==> src/rtl/nmc_alu_sched.sv <==
// Round-robin scheduler that time-shares one near-memory ALU among NUM_REQ requesters.
// Accepts at T, drives the ALU for T+1..T+ALU_LATENCY, then holds the response until consumed.
module nmc_alu_sched #(
    parameter int DATA_WIDTH  = 32,
    parameter int OP_WIDTH    = 2,
    parameter int NUM_REQ     = 4,
    parameter int ID_WIDTH    = 2,
    parameter int ALU_LATENCY = 1
) (
    input  logic                           clk_i,
    input  logic                           rst_n_i,
    input  logic [NUM_REQ-1:0]             req_valid_i,
    output logic [NUM_REQ-1:0]             req_ready_o,
    input  logic [NUM_REQ*OP_WIDTH-1:0]    req_op_i,
    input  logic [NUM_REQ*DATA_WIDTH-1:0]  req_a_i,
    input  logic [NUM_REQ*DATA_WIDTH-1:0]  req_b_i,
    output logic [DATA_WIDTH-1:0]          alu_a_o,
    output logic [DATA_WIDTH-1:0]          alu_b_o,
    output logic [OP_WIDTH-1:0]            alu_op_o,
    output logic                           alu_en_o,
    input  logic [DATA_WIDTH-1:0]          alu_c_i,
    output logic                           resp_valid_o,
    input  logic                           resp_ready_i,
    output logic [ID_WIDTH-1:0]            resp_id_o,
    output logic [DATA_WIDTH-1:0]          resp_data_o,
    output logic                           busy_o
);

    localparam int CNT_W = (ALU_LATENCY > 1) ? $clog2(ALU_LATENCY) : 1;
    localparam logic [CNT_W-1:0] CNT_LAST = CNT_W'(ALU_LATENCY - 1);
    localparam logic [ID_WIDTH-1:0] ID_LAST = ID_WIDTH'(NUM_REQ - 1);

    typedef enum logic [1:0] {
        ST_IDLE = 2'd0,
        ST_EXEC = 2'd1,
        ST_RESP = 2'd2
    } state_e;

    state_e                 state_q, state_d;
    logic [ID_WIDTH-1:0]    rr_ptr_q, rr_ptr_d;
    logic [ID_WIDTH-1:0]    id_q, id_d;
    logic [OP_WIDTH-1:0]    op_q, op_d;
    logic [DATA_WIDTH-1:0]  a_q, a_d;
    logic [DATA_WIDTH-1:0]  b_q, b_d;
    logic [CNT_W-1:0]       cnt_q, cnt_d;
    logic [DATA_WIDTH-1:0]  res_q, res_d;

    logic                   win_vld;
    logic [ID_WIDTH-1:0]    win_id;
    logic [ID_WIDTH-1:0]    rr_idx;

    // First valid requester at or after rr_ptr, wrapping modulo NUM_REQ.
    always_comb begin
        win_vld = 1'b0;
        win_id  = '0;
        rr_idx  = '0;
        for (int i = 0; i < NUM_REQ; i++) begin
            rr_idx = ID_WIDTH'((int'(rr_ptr_q) + i) % NUM_REQ);
            if (!win_vld && req_valid_i[rr_idx]) begin
                win_vld = 1'b1;
                win_id  = rr_idx;
            end
        end
    end

    always_comb begin
        state_d      = state_q;
        rr_ptr_d     = rr_ptr_q;
        id_d         = id_q;
        op_d         = op_q;
        a_d          = a_q;
        b_d          = b_q;
        cnt_d        = cnt_q;
        res_d        = res_q;
        req_ready_o  = '0;
        alu_en_o     = 1'b0;
        resp_valid_o = 1'b0;

        unique case (state_q)
            ST_IDLE: begin
                // Ready is gated by reset so nothing is offered while held in reset.
                if (win_vld && rst_n_i) begin
                    req_ready_o = {{(NUM_REQ-1){1'b0}}, 1'b1} << win_id;
                    id_d        = win_id;
                    op_d        = req_op_i[win_id*OP_WIDTH +: OP_WIDTH];
                    a_d         = req_a_i[win_id*DATA_WIDTH +: DATA_WIDTH];
                    b_d         = req_b_i[win_id*DATA_WIDTH +: DATA_WIDTH];
                    rr_ptr_d    = (win_id == ID_LAST) ? '0 : win_id + 1'b1;
                    cnt_d       = '0;
                    state_d     = ST_EXEC;
                end
            end
            ST_EXEC: begin
                alu_en_o = 1'b1;
                cnt_d    = cnt_q + 1'b1;
                if (cnt_q == CNT_LAST) begin
                    res_d   = alu_c_i;
                    state_d = ST_RESP;
                end
            end
            ST_RESP: begin
                resp_valid_o = 1'b1;
                if (resp_ready_i) begin
                    state_d = ST_IDLE;
                end
            end
            default: begin
                state_d = ST_IDLE;
            end
        endcase
    end

    always_ff @(posedge clk_i or negedge rst_n_i) begin
        if (!rst_n_i) begin
            state_q  <= ST_IDLE;
            rr_ptr_q <= '0;
            id_q     <= '0;
            op_q     <= '0;
            a_q      <= '0;
            b_q      <= '0;
            cnt_q    <= '0;
            res_q    <= '0;
        end else begin
            state_q  <= state_d;
            rr_ptr_q <= rr_ptr_d;
            id_q     <= id_d;
            op_q     <= op_d;
            a_q      <= a_d;
            b_q      <= b_d;
            cnt_q    <= cnt_d;
            res_q    <= res_d;
        end
    end

    // Operand latches stay on the ALU port outside EXEC; only alu_en_o marks validity.
    assign alu_a_o     = a_q;
    assign alu_b_o     = b_q;
    assign alu_op_o    = op_q;
    assign resp_id_o   = id_q;
    assign resp_data_o = res_q;
    assign busy_o      = (state_q != ST_IDLE);

endmodule
==> config.mk <==
export PLATFORM = sky130hd
export DESIGN_NAME = nmc_alu_sched
export DESIGN_NICKNAME = d
export VERILOG_FILES = /design/src/rtl/nmc_alu_sched.sv
export SDC_FILE = /design/constraint.sdc
export NUM_CORES = 1
export LEC_CHECK = 0
export CORE_ASPECT_RATIO = 0.5
export CORE_MARGIN = 4
export CORE_UTILIZATION = 33
export DETAILED_ROUTE_END_ITERATION = 10
export GPL_TIMING_DRIVEN = 0
export PLACE_DENSITY = 0.8
export RECOVER_POWER = 50
export SLEW_MARGIN = 30
export SYNTH_ARGS = -nofsm -noshare
export SYNTH_HDL_FRONTEND = slang
export SYNTH_SLANG_ARGS = --single-unit
export TNS_END_PERCENT = 5
==> constraint.sdc <==
create_clock -name clk_i -period 6.75 [get_ports clk_i]
set_input_delay 1.35 -clock clk_i [delete_from_list [all_inputs] [get_ports clk_i]]
set_output_delay 1.35 -clock clk_i [all_outputs]
set_load 0.005 [all_outputs]
==> impl_summary.txt, run 1 <==
----------------------------------------------------
[Finish]
  Post-layout net count ... 1211
  Final instance area ... 10600 um2
  Fraction of final layout cells sized beyond drive strength 1 ... 12.6%
  Growth of design area from synthesis to finish ... 80.0%
  Ant. Diodes ... 0
  Fill cells ... approximately 1500

[Timing]
  Number of max-slew violations in the final report ... 0
  Post-route worst setup slack ... 1.48 ns
  Final cycle utilization of the critical path ... 78.1%
  Fin Clk Skew ... 0.0115 ns
  Worst slew margin ... between 50% and 60%
  RSZ-0062 raised after global routing ... no
  Max Fclk ... ~190 MHz
  Final critical-path required period ... 5.27 ns
  Slew of the pin with the lowest slew margin ... 0.636 ns
  Final hold vios ... 0
  Sum of negative setup slack ... 0 ns
  Worst hold margin ... about 0.48 ns
  Total of endpoints with negative setup slack in the final report ... 0

[Setup path]
  Element type at the critical path end ... output pin
  Crit Path Category ... in -> out
  Crit start category ... input pin
  Largest driver fanout on the critical path ... 10
  CP arrival ... around 3.9 ns
  Worst path required time ... 5.40 ns

[Synthesis]
  Instance count of the mapped netlist ... 486
  Area fraction of the dominant cell type after synthesis ... 44.6%
  Synth Cell Area ... 5890 um2
  Yosys top cell by area ... dfrtp_1
  Sequential element share of the synthesized area ... approximately 45%
  Mean post-synth cell area ... 12.1 um2
  Synthesized Nets ... 790
  Number of synthesized register bits ... 105
  Area contributors post-synth ... dfrtp_1, mux2i_1, o221ai_2, mux2_2, o221ai_1
  Distinct cell type count of the synthesized netlist ... 30
  Synth warnings ... 0

[Clock tree]
  Resize count post-CTS ... 0
  Total number of H-tree levels ... 3
  Number of buffers added to fix hold violations after cts ... 0
  TritonCTS buffer count ... 9
  Buffer cell driving the clock tree root ... clkbuf_16
  TritonCTS clock tree ... yes
  Clock transition at the register clock pins on the worst setup and hold paths after CTS ... 0.07 ns
  Insertion delay of the later-clocked pin in the worst-skew pair ... 0.35 ns
  Maximum buffer depth of the clock tree ... 2
  Sinks on Clock Net ... roughly 110
  Setup fix buffers added after clock tree synthesis ... 0

[Floorplan]
  Starting density of the core ... 33.8%
  X dimension of the die ... 197 um
  Area of the die ... ~20000 um2
  Cell Rows ... 34
  Area of the placeable core ... roughly 17000 um2
  Number of top-level pins ... 410
  Die Height ... a little over 100 um

[Route]
  Post-route antenna net violation count ... 0
  Routed wire length per instance ... 21.5 um
  Vias per Instance ... 5.01
  DRC violations left ... 0
  Total Wirelength ... 24.6 mm
  First DRT Iteration DRCs ... between 200 and 300
  Number of iterations in the first detailed-routing pass ... 4
  Overall via count from detail_route ... 5743

[Flow run]
  Max-cap check violation count ... 0

[Pwr]
  Static leakage ... 0.00458 uW
  Largest vdd supply drop ... 215 uV
  Cell area power density ... 352 nW/um2

[GRT]
  Residual overflow from global routing ... 0
  Pin count of the biggest net entering global routing ... between 60 and 70
  Total global-route track usage ... 22.8%
  Antenna violations before repair ... 0
  Via count of the first global-routing pass ... around 6000
  First-pass GRT wire length ... 34.9 mm

[Run status]
  Run status ... completed

[Hold path]
  Class of the tightest hold or removal check ... reg -> reg

[Placed design]
  Pre-CTS setup slack ... 1.47 ns
  Weighted congestion reported at the end of routability-driven placement ... 0.837
  Port Buf Inserts ... 409
  Area of placed instances ... 10300 um2
  Half-perimeter wire length of the detailed placement result ... 20.2 mm

----------------------------------------------------
-- final cells by class --
type	count	area, um2	area share [%]
Buffer	42	298	2.81
Sequential cell	105	2630	24.8
Clock buffer	10	229	2.16
Inverter	5	18.8	0.177
Multi-Input combinational cell	334	2940	27.7
Tap cell	234	293	2.76
Clock inverter	6	66.3	0.626
Timing Repair Buffer	410	4130	38.9
-- metrics by stage --
step	utilization [%]	total power [uW]	std cells
final	60.8	3730	1146
after global routing	60.8	3960	1146
after CTS	60.8	3800	1146
after floorplan	-	2120	486
after detailed placement	59.1	3250	1130
after global placement	58.9	3200	1129
-- state kept, by name, summed over array words and instances, names as in the netlist --
signal	flops
alu_a_o	32
resp_data_o	32
cnt_q	1
alu_b_o	32
state_q	2
rr_ptr_q	2
resp_id_o	2
alu_op_o	2
-- cell usage in the layout, fill, tap and decap left out, drive strengths merged, types with 2 or more instances in the layout --
master and instances:
clkdlybuf4s50 384, mux2i 132, dfrtp 105, nand2 75
o221ai 67, mux2 33, buf 33, dlygate4sd3 24
clkbuf 21, nor2 6, inv 6, nor2b 4
clkinv 4, a21oi 2, o21ai 2
-- layer usage --
| metal | track usage, % | share of wire (%) | wire, um | up-vias |
|---|---|---|---|---|
| li1 | - | - | - | 2665 |
| met1 | 29.4 | 42 | 10400 | 2906 |
| met2 | 40.1 | 52 | 12700 | 138 |
| met3 | 5.07 | 4.2 | 1030 | 34 |
| met4 | 4.69 | 1.8 | 435 | 0 |
| met5 | 0 | 0 | 0 | - |
-- synthesized netlist by cell type (all sizes together) --
master  number
mux2i      132
dfrtp      105
nand2       75
o221ai      67
buf         34
mux2        33
clkbuf       8
nor2         6
inv          5
nor2b        4
a21oi        2
o21ai        2
a21boi       1
a21o         1
a311oi       1
and2         1
and3         1
ha           1
nand2b       1
nand3        1
nor3         1
or3          1
or3b         1
or4          1
xnor2        1
-- power breakdown --
part	total (uW)	leakage, uW	internal [uW]	switching, uW
Clock	532	0.000147	290	243
Sequential	1120	0.00128	939	176
Combinational	2080	0.00315	1200	883
-- final timing paths --
kind | from | cells after the start | endpoint | slack (ns)
setup reg to reg | rr_ptr_q[1] | 9 | rr_ptr_q[1] | 4.53
min in group asynchronous | rst_n_i | 1 | cnt_q | 0.90
max in group asynchronous | rst_n_i | 2 | alu_a_o[8] | 5.20
hold / removal | alu_b_o[31] | 2 | alu_b_o[31] | 0.48
setup / recovery | req_valid_i[0] | 10 | req_ready_o[3] | 1.48
hold reg to reg | alu_b_o[31] | 2 | alu_b_o[31] | 0.48
-- cells by family after synthesis --
| logic type | Yosys count | synth area share (%) |
|---|---|---|
| XOR/XNOR | 1 | 0.149 |
| adder cells (fa/ha/maj) | 1 | 0.213 |
| AND/OR/NAND/NOR | 93 | 6.61 |
| flip-flops | 105 | 44.6 |
| multiplexers | 165 | 28.8 |
| AO/OA/AOI/OAI | 74 | 14.2 |
| buffers and inverters | 47 | 5.44 |
-- worst max-delay path, cell delays in order --
cell	delay, ns
clkdlybuf4s50_1	0.58
or3b_1	0.38
o221ai_1	0.09
buf_4	0.23
buf_6	0.21
buf_6	0.18
inv_1	0.10
ha_1	0.19
and2_1	0.13
clkdlybuf4s50_1	0.47
(Power assumes the default switching activity.)
==> inputs of run 2 (changes only) <==
--- a/config.mk
+++ b/config.mk
@@ -7,10 +7,10 @@
 export LEC_CHECK = 0
 export CORE_ASPECT_RATIO = 0.5
 export CORE_MARGIN = 4
-export CORE_UTILIZATION = 33
+export CORE_UTILIZATION = 32
 export DETAILED_ROUTE_END_ITERATION = 10
 export GPL_TIMING_DRIVEN = 0
-export PLACE_DENSITY = 0.8
+export PLACE_DENSITY = 0.81
 export RECOVER_POWER = 50
 export SLEW_MARGIN = 30
 export SYNTH_ARGS = -nofsm -noshare
==> constraint.sdc (replaced) <==
create_clock -name clk_i -period 4.72 [get_ports clk_i]
set_input_delay 0.944 -clock clk_i [delete_from_list [all_inputs] [get_ports clk_i]]
set_output_delay 0.944 -clock clk_i [all_outputs]
set_load 0.005 [all_outputs]
==> impl_summary.txt, run 2 (synthesis gave the netlist of run 1 again) <==
----------------------------------------------------
[Setup path]
  Termination of the worst setup path ... req_ready_o[3]
  Reg-to-reg critical path startpoint ... rr_ptr_q[1]
  Reg2Reg Capture Point ... alu_b_o[21]
  Crit start category ... input pin
  Reg-to-reg setup timing slack ... 2.32 ns (-2.21 ns)
  Worst path required time ... 3.78 ns (-1.62 ns)
  R2R depth ... 7 (-2)
  Crit Path Category ... in -> out
  Largest driver fanout on the critical path ... 10 (unchanged)
  Element type at the critical path end ... output pin
  Crit. Startpoint ... req_valid_i[0]
  CP arrival ... 3.46 ns (-0.46 ns)

[Placed design]
  Weighted congestion reported at the end of routability-driven placement ... 0.930 (+11%)
  Half-perimeter wire length of the detailed placement result ... 20.3 mm (+0.78%)
  Port Buf Inserts ... 409 (unchanged)
  Area of placed instances ... 10300 um2 (unchanged)
  Pre-CTS setup slack ... 0.287 ns (-1.19 ns)

[Floorplan]
  Die Height ... 104 um (+1.4%)
  Number of top-level pins ... 410 (unchanged)
  Cell Rows ... 34 (unchanged)
  Starting density of the core ... 33.3% (-0.49 points)
  Area of the placeable core ... 17700 um2 (+1.5%)
  X dimension of the die ... 200 um (+1.5%)
  Area of the die ... 20800 um2 (+2.9%)

[Timing]
  Max Fclk ... 227 MHz
  Post-route worst setup slack ... 0.317 ns (-1.16 ns)
  Fin Clk Skew ... 0.00682 ns (-0.00465 ns)
  Sum of negative setup slack ... 0 ns (unchanged)
  Total of endpoints with negative setup slack in the final report ... 0 (unchanged)
  Final critical-path required period ... 4.40 ns
  Worst hold margin ... 0.450 ns (-0.0306 ns)
  RSZ-0062 raised after global routing ... no
  Final hold vios ... 0 (unchanged)
  Worst slew margin ... 60.7% (+3.0 points)
  Final cycle utilization of the critical path ... 93.3%
  Slew of the pin with the lowest slew margin ... 0.590 ns (-0.0454 ns)
  Number of max-slew violations in the final report ... 0 (unchanged)

[Clock tree]
  Buffer cell driving the clock tree root ... clkbuf_16
  Resize count post-CTS ... 0 (unchanged)
  TritonCTS buffer count ... 9 (unchanged)
  Setup fix buffers added after clock tree synthesis ... 0 (unchanged)
  Maximum buffer depth of the clock tree ... 2 (unchanged)
  Sinks on Clock Net ... 105 (unchanged)
  Clock transition at the register clock pins on the worst setup and hold paths after CTS ... 0.08 ns (about the same)
  Total number of H-tree levels ... 3 (unchanged)
  TritonCTS clock tree ... yes
  Number of buffers added to fix hold violations after cts ... 0 (unchanged)
  Insertion delay of the later-clocked pin in the worst-skew pair ... 0.34 ns (about the same)

[Pwr]
  Largest vdd supply drop ... 316 uV (+47%)
  Static leakage ... 0.00457 uW (-0.15%)
  Cell area power density ... 501 nW/um2 (+42%)

[Finish]
  Growth of design area from synthesis to finish ... 79.7%
  Post-layout net count ... 1211 (unchanged)
  Final instance area ... 10600 um2 (-0.17%)
  Most common library cell in the layout ignoring fill and taps ... clkdlybuf4s50_1
  Fraction of final layout cells sized beyond drive strength 1 ... 12.7% (+0.11 points)
  Ant. Diodes ... 0 (unchanged)
  Post-Route Utilization ... 59.8% (-0.98 points)
  Leading cell types in the layout, fill and taps excluded ... clkdlybuf4s50_1, mux2i_1, dfrtp_1
  Fill cells ... 1504 (+2.5%)

[Route]
  First DRT Iteration DRCs ... 330 (+16%)
  Total Wirelength ... 24.7 mm (+0.66%)
  Vias per Instance ... 5.02 (+0.16%)
  DRC violations left ... 0 (unchanged)
  Post-route antenna net violation count ... 0 (unchanged)
  Routed wire length per instance ... 21.6 um (+0.66%)
  Number of iterations in the first detailed-routing pass ... 5 (+1)
  Overall via count from detail_route ... 5752 (+0.16%)

[GRT]
  First-pass GRT wire length ... 36.4 mm (+4.4%)
  Residual overflow from global routing ... 0 (unchanged)
  Pin count of the biggest net entering global routing ... 72 (+18%)
  Antenna violations before repair ... 0 (unchanged)
  Total global-route track usage ... 23.0% (+0.19 points)
  Via count of the first global-routing pass ... 6066 (+1.7%)

[Run status]
  Run status ... completed

[Hold path]
  Class of the tightest hold or removal check ... in -> async

[Flow run]
  Max-cap check violation count ... 0 (unchanged)

----------------------------------------------------
[run 2: cell types whose count changed in the layout (fill, tap and decap cells not counted)]
cell and change:
dlygate4sd3_1 -4, inv_8 +1, bufinv_16 -1, clkdlybuf4s50_1 +4, clkbuf_1 -1, clkinv_4 -1, inv_6 +1, clkinv_2 +1
[run 2: worst min path at each step]
stage | from | endpoint | slack (ns) | cells past startpoint
3_3_place_gp | resp_id_o[1] | resp_id_o[1] | 0.46 | 2
2_1_floorplan | resp_id_o[1] | resp_id_o[1] | 0.47 | 2
5_1_grt | rst_n_i | resp_data_o[15] | 0.46 | 1
6_report | rst_n_i | resp_data_o[15] | 0.45 | 1
4_1_cts | rst_n_i | resp_data_o[15] | 0.46 | 1
3_5_place_dp | alu_a_o[5] | alu_a_o[5] | 0.47 | 2
[run 2: where the power goes]
group / internal [uW] / switching [uW] / leakage [uW]
registers: 1340 / 262 / 0.00128
logic: 1720 / 1250 / 0.00315
clock network: 365 / 362 / 0.000142
[run 2: area by class of cell]
| type | instances | area, um2 | share of cell area, % |
|---|---|---|---|
| Timing Repair Buffer | 410 | 4130 | 39.0 |
| Inverter | 5 | 18.8 | 0.177 |
| Clock inverter | 7 | 52.6 | 0.497 |
| Sequential cell | 105 | 2630 | 24.8 |
| Buffer | 42 | 298 | 2.81 |
| Clock buffer | 9 | 225 | 2.13 |
| Multi-Input combinational cell | 334 | 2940 | 27.8 |
| Tap cell | 234 | 293 | 2.77 |
[run 2: metrics by stage]
| step | total power (uW) | instances |
|---|---|---|
| floorplan | 3040 | 486 |
| global placement | 4580 | 1129 |
| detailed placement | 4650 | 1130 |
| CTS | 5410 | 1146 |
| global route | 5640 | 1146 |
| finish | 5300 | 1146 |
[run 2: per-layer routing]
metal	vias to the layer above	track usage [%]	wire length (um)
li1	2671	-	-
met1	2865	29.9	10300
met2	178	39.1	12800
met3	38	5.18	1130
met4	0	5.38	522
met5	-	0	0
[run 2: critical path, stage by stage]
cell	delay, ns
clkdlybuf4s50_1	0.54
or3b_1	0.36
o221ai_1	0.08
buf_4	0.22
buf_6	0.20
buf_6	0.19
inv_1	0.10
ha_1	0.21
and2_1	0.13
clkdlybuf4s50_1	0.47
==> inputs of run 3 (changes only) <==
--- a/config.mk
+++ b/config.mk
@@ -12,7 +12,7 @@
 export GPL_TIMING_DRIVEN = 0
 export PLACE_DENSITY = 0.81
 export RECOVER_POWER = 50
-export SLEW_MARGIN = 30
+export SLEW_MARGIN = 25
 export SYNTH_ARGS = -nofsm -noshare
 export SYNTH_HDL_FRONTEND = slang
 export SYNTH_SLANG_ARGS = --single-unit
==> impl_summary.txt, run 3 (synthesis gave the netlist of run 1 again) <==
----------------------------------------------------
[Clock tree]
  Resize count post-CTS ... 0 (unchanged)
  Sinks on Clock Net ... 105 (unchanged)
  Insertion delay of the later-clocked pin in the worst-skew pair ... 0.35 ns (about the same)
  Buffer cell driving the clock tree root ... clkbuf_16
  TritonCTS buffer count ... 9 (unchanged)
  Clock transition at the register clock pins on the worst setup and hold paths after CTS ... 0.07 ns (about the same)
  Maximum buffer depth of the clock tree ... 2 (unchanged)
  Setup fix buffers added after clock tree synthesis ... 0 (unchanged)
  TritonCTS clock tree ... yes
  Number of buffers added to fix hold violations after cts ... 0 (unchanged)
  Total number of H-tree levels ... 3 (unchanged)

[Floorplan]
  Number of top-level pins ... 410 (unchanged)
  Area of the die ... 20800 um2 (unchanged)
  Starting density of the core ... 33.3% (unchanged)
  Area of the placeable core ... 17700 um2 (unchanged)
  X dimension of the die ... 200 um (unchanged)
  Die Height ... 104 um (unchanged)
  Cell Rows ... 34 (unchanged)

[Route]
  First DRT Iteration DRCs ... 257 (-22%)
  Total Wirelength ... 24.7 mm (about the same)
  Routed wire length per instance ... 21.6 um (about the same)
  Post-route antenna net violation count ... 0 (unchanged)
  DRC violations left ... 0 (unchanged)
  Vias per Instance ... 4.98 (-0.75%)
  Number of iterations in the first detailed-routing pass ... 5 (unchanged)
  Overall via count from detail_route ... 5709 (-0.75%)

[Timing]
  Slew of the pin with the lowest slew margin ... 0.612 ns (+0.0219 ns)
  Max Fclk ... 227 MHz (about the same)
  Final cycle utilization of the critical path ... 93.2% (about the same)
  Sum of negative setup slack ... 0 ns (unchanged)
  Final critical-path required period ... 4.40 ns (-0.00262 ns)
  Final hold vios ... 0 (unchanged)
  Post-route worst setup slack ... 0.320 ns (+0.00262 ns)
  Worst slew margin ... 59.2% (-1.5 points)
  RSZ-0062 raised after global routing ... no
  Number of max-slew violations in the final report ... 0 (unchanged)
  Fin Clk Skew ... 0.0105 ns (+0.00366 ns)
  Total of endpoints with negative setup slack in the final report ... 0 (unchanged)

[Pwr]
  Relative contribution of combinational cells to total power ... 55.1% (-0.9 points)
  Share of power burned in registers ... 29.8% (-0.5 points)
  Pint ... 3510 uW (+2.5%)
  Net switching power ... 1880 uW (about the same)
  Total power consumption of the routed design ... 5390 uW (+1.6%)
  Static leakage ... 0.00459 uW (+0.35%)
  Cell area power density ... 507 nW/um2 (+1.2%)
  Switching Fraction ... 34.8% (-0.58 points)
  Clock power frac ... 15.1% (+1.4 points)
  Largest vdd supply drop ... 319 uV (+1.1%)

[Finish]
  Ant. Diodes ... 0 (unchanged)
  Growth of design area from synthesis to finish ... 80.4%
  Leading cell types in the layout, fill and taps excluded ... clkdlybuf4s50_1, mux2i_1, dfrtp_1
  Layout Cells excl Fill ... 1146 (unchanged)
  Post-layout net count ... 1211 (unchanged)
  Post-Route Utilization ... 60.0% (+0.22 points)
  Fraction of final layout cells sized beyond drive strength 1 ... 12.7% (unchanged)
  Most common library cell in the layout ignoring fill and taps ... clkdlybuf4s50_1

[Setup path]
  Reg2Reg Capture Point ... alu_b_o[21]
  Critical Path, Cell by Cell ... clkdlybuf4s50_1 -> or3b_1 -> o221ai_1 -> buf_4 -> buf_6 -> buf_6 -> inv_1 -> ha_1 -> and2_1 -> clkdlybuf4s50_1
  Highest cell delay on the worst timing path ... 0.54 ns (about the same)
  Family of cells with the greatest summed delay on the critical path ... buffers and inverters
  CP arrival ... 3.46 ns (about the same)
  Buf/Inv on CP ... 6 (unchanged)
  Crit Path Category ... in -> out
  R2R depth ... 7 (unchanged)
  Crit. Startpoint ... req_valid_i[0]
  Element type at the critical path end ... output pin
  Reg-to-reg setup timing slack ... 2.38 ns (+0.06 ns)
  Crit start category ... input pin
  Worst path required time ... 3.78 ns (about the same)
  Largest driver fanout on the critical path ... 10 (unchanged)
  Slowest library cell on the worst path ... clkdlybuf4s50_1
  Reg-to-reg critical path startpoint ... rr_ptr_q[1]

[GRT]
  Residual overflow from global routing ... 0 (unchanged)
  Via count of the first global-routing pass ... 6085 (+0.31%)
  Total global-route track usage ... 23.0% (-0.036 points)
  First-pass GRT wire length ... 36.4 mm (unchanged)
  Pin count of the biggest net entering global routing ... 72 (unchanged)
  Antenna violations before repair ... 0 (unchanged)

[Hold path]
  Hold EP ... alu_a_o[4]
  Hold-critical path depth ... 2
  Class of the tightest hold or removal check ... reg -> reg
  Start point of the worst hold path ... alu_a_o[4]

[Placed design]
  Port Buf Inserts ... 409 (unchanged)
  Half-perimeter wire length of the detailed placement result ... 20.4 mm (+0.20%)
  Placed instance count ... 1130 (unchanged)
  Weighted congestion reported at the end of routability-driven placement ... 0.930 (unchanged)
  Pre-CTS setup slack ... 0.288 ns (+0.000403 ns)

[Run status]
  Run status ... completed

[Flow run]
  Max-cap check violation count ... 0 (unchanged)

----------------------------------------------------
[run 3: metrics by stage]
stage	hold WS [ns]	area (um2)
floorplan	0.471	5890
global placement	0.462	10300
detailed placement	0.471	10300
CTS	0.490	10600
global route	0.495	10600
finish	0.481	10600
[run 3: worst register-to-register path, stage by stage, from the launching register on]
cell,delay (ns)
dfrtp_1,0.44
mux2_2,0.36
o221ai_1,0.17
buf_4,0.22
buf_6,0.20
buf_6,0.21
mux2i_1,0.43
o221ai_1,0.19
[run 3: power groups by stage]
stage | Combinational [uW] | Clock (uW) | Sequential [uW]
3_3_place_gp | 2980 | 0 | 1600
6_report | 2970 | 815 | 1600
4_1_cts | 3050 | 836 | 1610
5_1_grt | 3190 | 873 | 1660
3_5_place_dp | 3040 | 0 | 1610
2_1_floorplan | 1430 | 0 | 1610
[run 3: worst max path at each step]
stage                     cells past startpoint        endpoint  slack, ns
after floorplan                               8  req_ready_o[3]       1.56
after global placement                        7  req_ready_o[2]      -4.24
after detailed placement                     10  req_ready_o[3]       0.29
after CTS                                    10  req_ready_o[3]       0.28
after global routing                          8  req_ready_o[2]       0.19
final                                        10  req_ready_o[3]       0.32
[run 3: cell type report]
class	count	area [um2]
buffer	42	298
inverter	5	18.8
tap	234	293
clock buffer	11	253
multi-input combinational	334	2940
fill	1488	7080
sequential	105	2630
timing repair buffer	410	4120
clock inverter	5	67.6
[run 3: routing by layer]
layer,up-vias,routed length (um),track usage [%]
li1,2662,-,-
met1,2844,10400,29.4
met2,171,12700,39.9
met3,32,1160,5.28
met4,0,459,4.60
met5,-,0,0
